$ cat src/rtl/ifid_ctrl_pkg.sv
// Shared encodings and widths for the IF/ID stage sequencer.
// Optional PERF_CNT_EN build macro is consumed by ifid_stage_ctrl.
package ifid_ctrl_pkg;

   typedef enum logic [1:0] {
      ST_RUN   = 2'd0,
      ST_MISS  = 2'd1,
      ST_FLUSH = 2'd2
   } ifid_state_e;

   localparam int REG_ZERO    = 0;
   localparam int FLUSH_CNT_W = 3;

endpackage

$ cat src/rtl/ifid_hazard_detect.sv
// Load-use hazard compare between the load in ID/EX and the sources in IF/ID.
// Register zero never creates a dependency.
module ifid_hazard_detect
   import ifid_ctrl_pkg::*;
#(
   parameter int REG_W = 5
) (
   input  logic             idex_mem_read_i,
   input  logic [REG_W-1:0] idex_rt_i,
   input  logic [REG_W-1:0] ifid_rs_i,
   input  logic [REG_W-1:0] ifid_rt_i,
   output logic             load_use_o
);

   assign load_use_o = idex_mem_read_i
                     & (idex_rt_i != REG_W'(REG_ZERO))
                     & ((idex_rt_i == ifid_rs_i) | (idex_rt_i == ifid_rt_i));

endmodule

$ cat src/rtl/ifid_stage_ctrl.sv
// PC / IF-ID sequencer: RUN, MISS and FLUSH states with miss timeout and stall counter.
// Define PERF_CNT_EN to build the stall_cycles_o performance counter.
module ifid_stage_ctrl
   import ifid_ctrl_pkg::*;
#(
   parameter int REG_W          = 5,
   parameter int BRANCH_PENALTY = 1,
   parameter int MISS_TIMEOUT   = 64
) (
   input  logic             clk_i,
   input  logic             rst_n_i,
   input  logic             hit_i,
   input  logic             branch_taken_i,
   input  logic             idex_mem_read_i,
   input  logic [REG_W-1:0] idex_rt_i,
   input  logic [REG_W-1:0] ifid_rs_i,
   input  logic [REG_W-1:0] ifid_rt_i,
   output logic             pc_write_o,
   output logic             ifid_write_o,
   output logic             ifid_flush_o,
   output logic             idex_bubble_o,
   output logic             miss_err_o,
   output logic [31:0]      stall_cycles_o
);

   localparam int MCW = $clog2(MISS_TIMEOUT + 1);
   localparam logic [MCW-1:0]         MT_C = MCW'(MISS_TIMEOUT);
   localparam logic [FLUSH_CNT_W-1:0] BP_C = FLUSH_CNT_W'(BRANCH_PENALTY);

   ifid_state_e            state_q, state_d;
   logic [FLUSH_CNT_W-1:0] flush_cnt_q, flush_cnt_d;
   logic [MCW-1:0]         miss_cnt_q, miss_cnt_d;
   logic                   miss_err_q, miss_err_d;
   logic                   load_use;
   logic                   run_like;
   logic                   pc_write, ifid_write, ifid_flush, idex_bubble;

   ifid_hazard_detect #(.REG_W(REG_W)) u_hazard (
      .idex_mem_read_i (idex_mem_read_i),
      .idex_rt_i       (idex_rt_i),
      .ifid_rs_i       (ifid_rs_i),
      .ifid_rt_i       (ifid_rt_i),
      .load_use_o      (load_use)
   );

   always_ff @(posedge clk_i or negedge rst_n_i) begin
      if (!rst_n_i) begin
         state_q     <= ST_RUN;
         flush_cnt_q <= '0;
         miss_cnt_q  <= '0;
         miss_err_q  <= 1'b0;
      end else begin
         state_q     <= state_d;
         flush_cnt_q <= flush_cnt_d;
         miss_cnt_q  <= miss_cnt_d;
         miss_err_q  <= miss_err_d;
      end
   end

   always_comb begin
      state_d     = state_q;
      flush_cnt_d = flush_cnt_q;
      miss_cnt_d  = miss_cnt_q;
      miss_err_d  = miss_err_q;
      pc_write    = 1'b0;
      ifid_write  = 1'b0;
      ifid_flush  = 1'b0;
      idex_bubble = 1'b0;
      run_like    = 1'b0;

      unique case (state_q)
         ST_FLUSH: begin
            if (branch_taken_i) begin
               pc_write    = 1'b1;
               ifid_flush  = 1'b1;
               flush_cnt_d = BP_C;
            end else if (!hit_i) begin
               ifid_flush  = 1'b1;
               state_d     = ST_MISS;
               miss_cnt_d  = MCW'(1);
               flush_cnt_d = '0;
            end else begin
               pc_write    = 1'b1;
               ifid_flush  = 1'b1;
               flush_cnt_d = flush_cnt_q - 1'b1;
               if (flush_cnt_q <= FLUSH_CNT_W'(1)) state_d = ST_RUN;
            end
         end
         ST_MISS: begin
            if (!branch_taken_i && !hit_i) begin
               ifid_flush = 1'b1;
               if (miss_cnt_q < MT_C) miss_cnt_d = miss_cnt_q + MCW'(1);
            end else begin
               run_like = 1'b1;
            end
         end
         default: run_like = 1'b1;
      endcase

      // A returning hit or a redirect out of MISS is handled exactly like RUN.
      if (run_like) begin
         state_d    = ST_RUN;
         miss_cnt_d = '0;
         if (branch_taken_i) begin
            pc_write   = 1'b1;
            ifid_flush = 1'b1;
            if (BRANCH_PENALTY > 0) begin
               state_d     = ST_FLUSH;
               flush_cnt_d = BP_C;
            end
         end else if (!hit_i) begin
            ifid_flush = 1'b1;
            state_d    = ST_MISS;
            miss_cnt_d = MCW'(1);
         end else if (load_use) begin
            idex_bubble = 1'b1;
         end else begin
            pc_write   = 1'b1;
            ifid_write = 1'b1;
         end
      end

      if (miss_cnt_d == MT_C) miss_err_d = 1'b1;

      if (!rst_n_i) begin
         pc_write    = 1'b0;
         ifid_write  = 1'b0;
         ifid_flush  = 1'b1;
         idex_bubble = 1'b1;
      end
   end

   assign pc_write_o    = pc_write;
   assign ifid_write_o  = ifid_write;
   assign ifid_flush_o  = ifid_flush;
   assign idex_bubble_o = idex_bubble;
   assign miss_err_o    = miss_err_q;

`ifdef PERF_CNT_EN
   logic [31:0] stall_cnt_q;

   always_ff @(posedge clk_i or negedge rst_n_i) begin
      if (!rst_n_i)      stall_cnt_q <= '0;
      else if (!pc_write) stall_cnt_q <= stall_cnt_q + 32'd1;
   end

   assign stall_cycles_o = stall_cnt_q;
`else
   assign stall_cycles_o = 32'd0;
`endif

endmodule

$ cat config.mk
export PLATFORM = sky130hd
export DESIGN_NAME = ifid_stage_ctrl
export DESIGN_NICKNAME = d
export VERILOG_FILES = /design/src/rtl/ifid_ctrl_pkg.sv /design/src/rtl/ifid_hazard_detect.sv /design/src/rtl/ifid_stage_ctrl.sv
export SDC_FILE = /design/constraint.sdc
export NUM_CORES = 1
export LEC_CHECK = 0
export CAP_MARGIN = 20
export CORE_ASPECT_RATIO = 0.75
export CORE_MARGIN = 2
export CORE_UTILIZATION = 45
export DETAILED_ROUTE_END_ITERATION = 7
export GPL_TIMING_DRIVEN = 0
export PLACE_DENSITY = 0.85
export SYNTH_ARGS = -nofsm -noshare
export SYNTH_HDL_FRONTEND = slang
export SYNTH_SLANG_ARGS = --single-unit
$ cat constraint.sdc
create_clock -name clk_i -period 3.3 [get_ports clk_i]
set_clock_uncertainty 0.05 [all_clocks]
set_input_delay 0.66 -clock clk_i [delete_from_list [all_inputs] [get_ports clk_i]]
set_output_delay 0.66 -clock clk_i [all_outputs]
set_load 0.02 [all_outputs]
==> flow_results.xml, run 1 <==
<?xml version="1.0" encoding="UTF-8"?>
<metrics>
  <group name="status">
    <metric name="run_status" unit="">finished, final reports clean</metric>
  </group>
  <group name="setup_path">
    <metric name="worstSetupStartpointType" unit="">input port</metric>
    <metric name="crit_fanout" unit="">3</metric>
    <metric name="timing.critical_path.required" unit="ns">2.59</metric>
    <metric name="path_class" unit="">in -&gt; out</metric>
    <metric name="worst_setup_end_kind" unit="">output pin</metric>
    <metric name="worst_ep_arrival_time" unit="ns">2.48</metric>
  </group>
  <group name="clock_tree">
    <metric name="cts_max_level" unit="">1</metric>
    <metric name="register_clock_pin_slew_on_the_reported_worst_setup_and_hold_paths" unit="ns">0.05</metric>
    <metric name="cts-root-to-sink-buffers" unit="">2</metric>
    <metric name="tritoncts_num_sinks" unit="">13</metric>
    <metric name="clock_latency_at_the_later_pin_of_the_worst_skew_pair" unit="ns">0.25</metric>
    <metric name="cts_root_buf" unit="">sky130_fd_sc_hd__clkbuf_8</metric>
    <metric name="tritoncts.num_buffers" unit="">3</metric>
    <metric name="tritoncts_clock_tree" unit="">built</metric>
    <metric name="postCtsSetupBuffers" unit="">0</metric>
  </group>
  <group name="layout">
    <metric name="post_route_cells_drive_above_1_share" unit="%">21.6</metric>
    <metric name="nets" unit="">244</metric>
    <metric name="post-route-util" unit="%">64.9</metric>
    <metric name="synthToLayoutAreaGrowth" unit="%">33.3</metric>
    <metric name="antenna_cells" unit="">0</metric>
  </group>
  <group name="global_routing">
    <metric name="grt_start_max_net_pins" unit="">18</metric>
    <metric name="overflow" unit="">0</metric>
    <metric name="grt_pass1_wl" unit="um">4570</metric>
    <metric name="number_of_global_route_vias_before_repair" unit="">1046</metric>
    <metric name="antenna_found_initial" unit="">0</metric>
    <metric name="gr-usage-all-layers" unit="%">17.5</metric>
  </group>
  <group name="timing">
    <metric name="clock_period_minus_worst_slack" unit="ns">3.19</metric>
    <metric name="transition_time_of_the_tightest_slew_check_pin" unit="ns">0.678</metric>
    <metric name="maxSlewHeadroom" unit="%">54.6</metric>
    <metric name="setup_ws" unit="ns">0.109</metric>
    <metric name="max_freq" unit="MHz">313</metric>
    <metric name="timing.final.hold_violations" unit="">0</metric>
    <metric name="setup-tns-final" unit="ns">0</metric>
    <metric name="slew_viol_final" unit="">0</metric>
    <metric name="finalCritPeriodShare" unit="%">96.7</metric>
    <metric name="rsz0062_at_grt" unit="">false</metric>
    <metric name="report.final.setup_viol" unit="">0</metric>
  </group>
  <group name="routing">
    <metric name="finalWirelength" unit="um">2800</metric>
    <metric name="wire_per_inst" unit="um">11.0</metric>
    <metric name="routed-via-count" unit="">1231</metric>
    <metric name="dr.pass1.iters" unit="">4</metric>
    <metric name="route.detailed.vias_per_inst" unit="">4.85</metric>
    <metric name="route.antenna.remaining_nets" unit="">0</metric>
    <metric name="first_drt_iteration_drcs" unit="">81</metric>
    <metric name="detail_route.drc_violations" unit="">0</metric>
  </group>
  <group name="power_and_ir_drop">
    <metric name="netSwitchingFraction" unit="%">43.3</metric>
    <metric name="p_leak" unit="nW">0.834</metric>
    <metric name="power_per_cell_area" unit="nW/um2">449</metric>
    <metric name="internal-power" unit="W">0.000446</metric>
    <metric name="vdd.ir_drop.worst" unit="uV">205</metric>
    <metric name="p_sw" unit="W">0.000341</metric>
    <metric name="clock_power_share" unit="%">18.2</metric>
    <metric name="power.combinational.fraction" unit="%">54.7</metric>
    <metric name="seq_power_share" unit="%">27.2</metric>
  </group>
  <group name="synthesis">
    <metric name="synthXorXnorAreaFrac" unit="%">6.66</metric>
    <metric name="synth.cells.most_frequent" unit="">sky130_fd_sc_hd__buf_4, sky130_fd_sc_hd__dfrtp_1, sky130_fd_sc_hd__nand2_1, sky130_fd_sc_hd__o21ai_0, sky130_fd_sc_hd__inv_1</metric>
    <metric name="post-synth-top-count-cell" unit="">sky130_fd_sc_hd__buf_4</metric>
    <metric name="synth_area" unit="um2">1320</metric>
    <metric name="yosysTopAreaCell" unit="">sky130_fd_sc_hd__dfrtp_1</metric>
    <metric name="postSynthRegisterBits" unit="">13</metric>
    <metric name="yosysWarningCount" unit="">0</metric>
    <metric name="synth_ff_type" unit="">sky130_fd_sc_hd__dfrtp_1</metric>
    <metric name="number_of_enable_flip_flop_cells_after_synthesis" unit="">0</metric>
    <metric name="post_synthesis_share_of_cell_area_spent_on_full_adders_half_adders_and_majority_gates" unit="%">4.76</metric>
    <metric name="ys_async_rst_share" unit="%">100</metric>
    <metric name="muxShareOfSynthArea" unit="%">0</metric>
    <metric name="seq_area_frac_synth" unit="%">24.7</metric>
    <metric name="synth_area_leaders" unit="">sky130_fd_sc_hd__dfrtp_1, sky130_fd_sc_hd__buf_4, sky130_fd_sc_hd__ha_1</metric>
    <metric name="yosysUniqueCellTypes" unit="">44</metric>
    <metric name="syn_avg_cell_area" unit="um2">8.22</metric>
    <metric name="synth_top_cell_area_share" unit="%">24.7</metric>
    <metric name="syn_inst" unit="">160</metric>
    <metric name="post_synth_and_or_nand_nor_area_fraction" unit="%">18.9</metric>
    <metric name="synth_top_family_by_area" unit="">buffers and inverters</metric>
    <metric name="synth_compound_gate_area_share" unit="%">20.8</metric>
  </group>
  <group name="hold_path">
    <metric name="hold_path_class" unit="">reg -&gt; reg</metric>
  </group>
  <group name="floorplan">
    <metric name="io_pins" unit="">57</metric>
    <metric name="effective_utilization_at_floorplan" unit="%">48.7</metric>
    <metric name="die_height" unit="um">50.8</metric>
    <metric name="floorplan.rows" unit="">16</metric>
    <metric name="die-area" unit="um2">3380</metric>
    <metric name="chipWidth" unit="um">66.4</metric>
    <metric name="coreArea" unit="um2">2700</metric>
  </group>
  <group name="placement">
    <metric name="setup_ws_pre_cts" unit="ns">-0.234</metric>
    <metric name="place_congestion" unit="">0.865</metric>
    <metric name="post-dp-hpwl" unit="um">2250</metric>
    <metric name="port-buffer-count" unit="">23</metric>
  </group>
  <group name="flow_run">
    <metric name="max_cap_viol_count" unit="">0</metric>
  </group>
</metrics>
==> area by class of cell <==
class | count | area [um2]
repair buffers | 23 | 223
inverters | 10 | 37.5
well taps | 36 | 45.0
clock buffers | 4 | 45.0
plain buffers | 39 | 275
fillers | 232 | 950
flip-flops and latches | 13 | 325
multi-input cells | 129 | 802
==> cell usage in the layout, fill, tap and decap left out, types with 2 or more instances in the layout <==
cell                              netlist  final
sky130_fd_sc_hd__nand3_1                7      7
sky130_fd_sc_hd__dfrtp_1               13     13
sky130_fd_sc_hd__o21ai_0               11     11
sky130_fd_sc_hd__nor3_1                 5      5
sky130_fd_sc_hd__dlygate4sd2_1          0      2
sky130_fd_sc_hd__xor2_1                 4      4
sky130_fd_sc_hd__o211ai_1               3      3
sky130_fd_sc_hd__buf_4                 32     32
sky130_fd_sc_hd__ha_1                   5      5
sky130_fd_sc_hd__nor2_1                 5      5
sky130_fd_sc_hd__clkdlybuf4s50_1        0     20
sky130_fd_sc_hd__clkbuf_1               5      6
sky130_fd_sc_hd__xnor2_1                6      6
sky130_fd_sc_hd__clkbuf_8               0      3
sky130_fd_sc_hd__a21oi_1                3      3
sky130_fd_sc_hd__a41oi_1                3      3
sky130_fd_sc_hd__and3_1                 2      2
sky130_fd_sc_hd__nand4b_1               2      2
sky130_fd_sc_hd__conb_1                 1     32
sky130_fd_sc_hd__a22oi_1                2      2
sky130_fd_sc_hd__nand2_1               11     11
sky130_fd_sc_hd__inv_1                 10     10
sky130_fd_sc_hd__a31oi_1                5      5
==> sequential cells by signal, indices dropped and copies added (netlist names) <==
signal and cells:
state_q 2, flush_cnt_q 3, miss_err_o 1, miss_cnt_q 7
==> critical path, stage by stage <==
cell and delay, ns:
sky130_fd_sc_hd__clkdlybuf4s50_1 0.54, sky130_fd_sc_hd__xnor2_1 0.13, sky130_fd_sc_hd__nand3_1 0.09, sky130_fd_sc_hd__nor3_1 0.25, sky130_fd_sc_hd__o221ai_2 0.17, sky130_fd_sc_hd__o311a_1 0.31
sky130_fd_sc_hd__dlygate4sd2_1 0.32
==> metal layers <==
metal / GRT usage [%] / vias to the layer above / wire length [um] / part of all wire [%]
li1: - / 617 / - / -
met1: 23.0 / 537 / 1170 / 42
met2: 28.2 / 73 / 1290 / 46
met3: 6.17 / 4 / 315 / 11
met4: 3.06 / 0 / 25 / 0.89
met5: 0 / - / 0 / 0
==> power by group through the flow <==
stage / Clock (W) / Combinational (W) / Sequential (W)
2_1_floorplan: 0 / 0.000327 / 0.000207
3_3_place_gp: 0 / 0.000422 / 0.000214
3_5_place_dp: 0 / 0.000424 / 0.000215
4_1_cts: 0.000145 / 0.000425 / 0.000212
5_1_grt: 0.000155 / 0.000475 / 0.000217
6_report: 0.000143 / 0.000430 / 0.000214
==> repair_timing <==
action	CTS	global route
resized for setup	4	4
pin swaps	0	0
setup endpoints to repair	3	2
hold buffers	0	0
==> stage by stage <==
step	area, um2	instances	power [W]	hold WS (ns)
2_1_floorplan	1430	191	0.000534	0.314
3_3_place_gp	1710	250	0.000635	0.396
3_5_place_dp	1710	250	0.000639	0.402
4_1_cts	1750	254	0.000782	0.424
5_1_grt	1750	254	0.000847	0.462
6_report	1750	254	0.000787	0.418
==> kinds of logic after synthesis <==
group / after synthesis
compound gates: 38
xor+xnor: 10
fa+ha+maj: 5
buf+inv: 49
flops: 13
other cells: 1
simple gates: 44
==> worst paths after layout <==
path,endpoint,slack (ns),cells after the start,startpoint
min in group asynchronous,miss_cnt_q[6]$_DFF_PN0_,0.78,1,rst_n_i
setup reg to reg,miss_err_o$_DFFE_PN0N_,0.81,8,state_q[0]$_DFFE_PN0P_
hold / removal,miss_err_o$_DFFE_PN0N_,0.42,2,miss_err_o$_DFFE_PN0N_
setup / recovery,pc_write_o,0.11,7,idex_rt_i[0]
hold reg to reg,miss_err_o$_DFFE_PN0N_,0.42,2,miss_err_o$_DFFE_PN0N_
max in group asynchronous,flush_cnt_q[1]$_DFF_PN0_,1.99,1,rst_n_i
Note: power is estimated with default switching activity, not from simulation.
==> inputs of run 2 (changes only) <==
--- a/config.mk
+++ b/config.mk
@@ -6,7 +6,7 @@
 export NUM_CORES = 1
 export LEC_CHECK = 0
 export CAP_MARGIN = 20
-export CORE_ASPECT_RATIO = 0.75
+export CORE_ASPECT_RATIO = 0.9
 export CORE_MARGIN = 2
 export CORE_UTILIZATION = 45
 export DETAILED_ROUTE_END_ITERATION = 7
==> flow_results.xml, run 2 (synthesis gave the netlist of run 1 again) <==
<?xml version="1.0" encoding="UTF-8"?>
<metrics>
  <group name="layout">
    <metric name="layout.filler_cells" unit="">252</metric>
    <metric name="largest-register" unit="">miss_cnt_q</metric>
    <metric name="post_route_cells_drive_above_1_share" unit="%">22.6</metric>
    <metric name="antenna_cells" unit="">0</metric>
    <metric name="synthToLayoutAreaGrowth" unit="%">32.4</metric>
    <metric name="reg.largest.list" unit="">miss_cnt_q (7), flush_cnt_q (3), state_q (2)</metric>
    <metric name="post-route-util" unit="%">62.9</metric>
    <metric name="largest_reg_flops" unit="">7</metric>
    <metric name="mostFrequentLayoutCells" unit="">sky130_fd_sc_hd__buf_4, sky130_fd_sc_hd__conb_1, sky130_fd_sc_hd__clkdlybuf4s50_1</metric>
    <metric name="nets" unit="">243</metric>
  </group>
  <group name="clock_tree">
    <metric name="cts-root-to-sink-buffers" unit="">2</metric>
    <metric name="post_cts_resize_count" unit="">5</metric>
    <metric name="postCtsSetupBuffers" unit="">0</metric>
    <metric name="cts-hold-fix-buffers" unit="">0</metric>
    <metric name="cts_max_level" unit="">1</metric>
    <metric name="clock_latency_at_the_later_pin_of_the_worst_skew_pair" unit="ns">0.28</metric>
    <metric name="tritoncts.num_buffers" unit="">3</metric>
    <metric name="register_clock_pin_slew_on_the_reported_worst_setup_and_hold_paths" unit="ns">0.09</metric>
    <metric name="tritoncts_num_sinks" unit="">13</metric>
    <metric name="tritoncts_clock_tree" unit="">built</metric>
    <metric name="cts_root_buf" unit="">sky130_fd_sc_hd__clkbuf_4</metric>
  </group>
  <group name="placement">
    <metric name="place_congestion" unit="">0.914</metric>
    <metric name="post-dp-hpwl" unit="um">2280</metric>
    <metric name="port-buffer-count" unit="">23</metric>
  </group>
  <group name="timing">
    <metric name="report.final.setup_viol" unit="">0</metric>
    <metric name="clock_period_minus_worst_slack" unit="ns">3.19</metric>
    <metric name="finalCritPeriodShare" unit="%">96.5</metric>
    <metric name="rsz0062_at_grt" unit="">false</metric>
    <metric name="slew_viol_final" unit="">0</metric>
    <metric name="timing.final.hold_violations" unit="">0</metric>
    <metric name="max_freq" unit="MHz">314</metric>
    <metric name="maxSlewHeadroom" unit="%">53.7</metric>
    <metric name="transition_time_of_the_tightest_slew_check_pin" unit="ns">0.692</metric>
  </group>
  <group name="global_routing">
    <metric name="antenna_found_initial" unit="">0</metric>
    <metric name="grt_pass1_wl" unit="um">4650</metric>
    <metric name="grt_start_max_net_pins" unit="">18</metric>
    <metric name="number_of_global_route_vias_before_repair" unit="">1064</metric>
    <metric name="gr-usage-all-layers" unit="%">17.6</metric>
    <metric name="overflow" unit="">0</metric>
  </group>
  <group name="routing">
    <metric name="first_drt_iteration_drcs" unit="">33</metric>
    <metric name="detail_route.drc_violations" unit="">0</metric>
    <metric name="wire_per_inst" unit="um">11.0</metric>
    <metric name="routed-via-count" unit="">1197</metric>
    <metric name="finalWirelength" unit="um">2830</metric>
    <metric name="dr.pass1.iters" unit="">4</metric>
    <metric name="route.detailed.vias_per_inst" unit="">4.66</metric>
    <metric name="route.antenna.remaining_nets" unit="">0</metric>
  </group>
  <group name="setup_path">
    <metric name="timing.critical_path.slowest_cell_delay" unit="ns">0.53</metric>
    <metric name="worst_setup_end_kind" unit="">output pin</metric>
    <metric name="worst_path_max_delay_cell" unit="">sky130_fd_sc_hd__clkdlybuf4s50_1</metric>
    <metric name="worstSetupStartpointType" unit="">input port</metric>
    <metric name="worst_ep_arrival_time" unit="ns">2.48</metric>
    <metric name="timing.critical_path.required" unit="ns">2.59</metric>
    <metric name="crit_fanout" unit="">3</metric>
    <metric name="path_class" unit="">in -&gt; out</metric>
    <metric name="crit_chain" unit="">clkdlybuf4s50_1 &gt; xnor2_1 &gt; nand3_1 &gt; nor3_1 &gt; o221ai_2 &gt; o311a_1 &gt; dlygate4sd2_1</metric>
  </group>
  <group name="floorplan">
    <metric name="chipWidth" unit="um">61.0</metric>
    <metric name="io_pins" unit="">57</metric>
    <metric name="die-area" unit="um2">3370</metric>
    <metric name="floorplan.rows" unit="">18</metric>
    <metric name="effective_utilization_at_floorplan" unit="%">47.5</metric>
    <metric name="coreArea" unit="um2">2770</metric>
    <metric name="die_height" unit="um">55.3</metric>
  </group>
  <group name="power_and_ir_drop">
    <metric name="vdd.ir_drop.worst" unit="uV">333</metric>
    <metric name="p_leak" unit="nW">0.828</metric>
    <metric name="total_power" unit="W">0.000748</metric>
    <metric name="power_per_cell_area" unit="nW/um2">429</metric>
  </group>
  <group name="status">
    <metric name="run_status" unit="">finished, final reports clean</metric>
  </group>
  <group name="flow_run">
    <metric name="max_cap_viol_count" unit="">0</metric>
  </group>
  <group name="hold_path">
    <metric name="hold_path_class" unit="">reg -&gt; reg</metric>
  </group>
</metrics>
## run 2: per-stage QoR
step	hold slack, ns	cells	TNS [ns]	area [um2]	setup WS, ns
after global placement	0.394	254	-0.602	1710	-0.211
after CTS	0.433	258	0	1740	0.0586
after floorplan	0.314	191	0	1430	0.628
after detailed placement	0.413	254	-0.692	1710	-0.256
after global routing	0.455	257	0	1740	0.0189
final	0.429	257	0	1740	0.114
## run 2: routing by layer
metal | up-vias | global-route usage (%) | routed length (um)
met2 | 47 | 27.0 | 1350
met3 | 4 | 4.45 | 190
met1 | 531 | 24.9 | 1260
li1 | 615 | - | -
met5 | - | 0 | 0
met4 | 0 | 3.42 | 28
## run 2: final timing paths
path | startpoint | to | cells past startpoint | slack, ns
max in group asynchronous | rst_n_i | miss_cnt_q[6]$_DFF_PN0_ | 1 | 2.02
worst max-delay path | idex_rt_i[0] | pc_write_o | 7 | 0.11
min in group asynchronous | rst_n_i | miss_cnt_q[3]$_DFF_PN0_ | 1 | 0.73
worst min register to register | miss_err_o$_DFFE_PN0N_ | miss_err_o$_DFFE_PN0N_ | 2 | 0.43
worst min-delay path | miss_err_o$_DFFE_PN0N_ | miss_err_o$_DFFE_PN0N_ | 2 | 0.43
worst max register to register | state_q[0]$_DFFE_PN0P_ | miss_err_o$_DFFE_PN0N_ | 8 | 0.78
## run 2: layout make-up
class	instances	area [um2]	share of cell area, %
plain buffers	38	272	15.6
clock buffers	3	22.5	1.29
clock inverters	1	5.00	0.287
inverters	10	37.5	2.16
multi-input cells	129	807	46.3
flip-flops and latches	13	325	18.7
well taps	40	50.0	2.87
repair buffers	23	223	12.8
## run 2: where the power goes
group	total, W	internal [W]	switching (W)
Combinational	0.000435	0.000176	0.000259
Sequential	0.000211	0.000186	0.0000247
Clock	0.000103	0.0000450	0.0000576
Total	0.000748	0.000407	0.000341
## run 2: critical path, delay by kind of cell
kind	cells	cell delay (ns)
buffers and inverters	2	0.86
AO/OA/AOI/OAI	2	0.45
AND/OR/NAND/NOR	2	0.36
XOR/XNOR	1	0.15
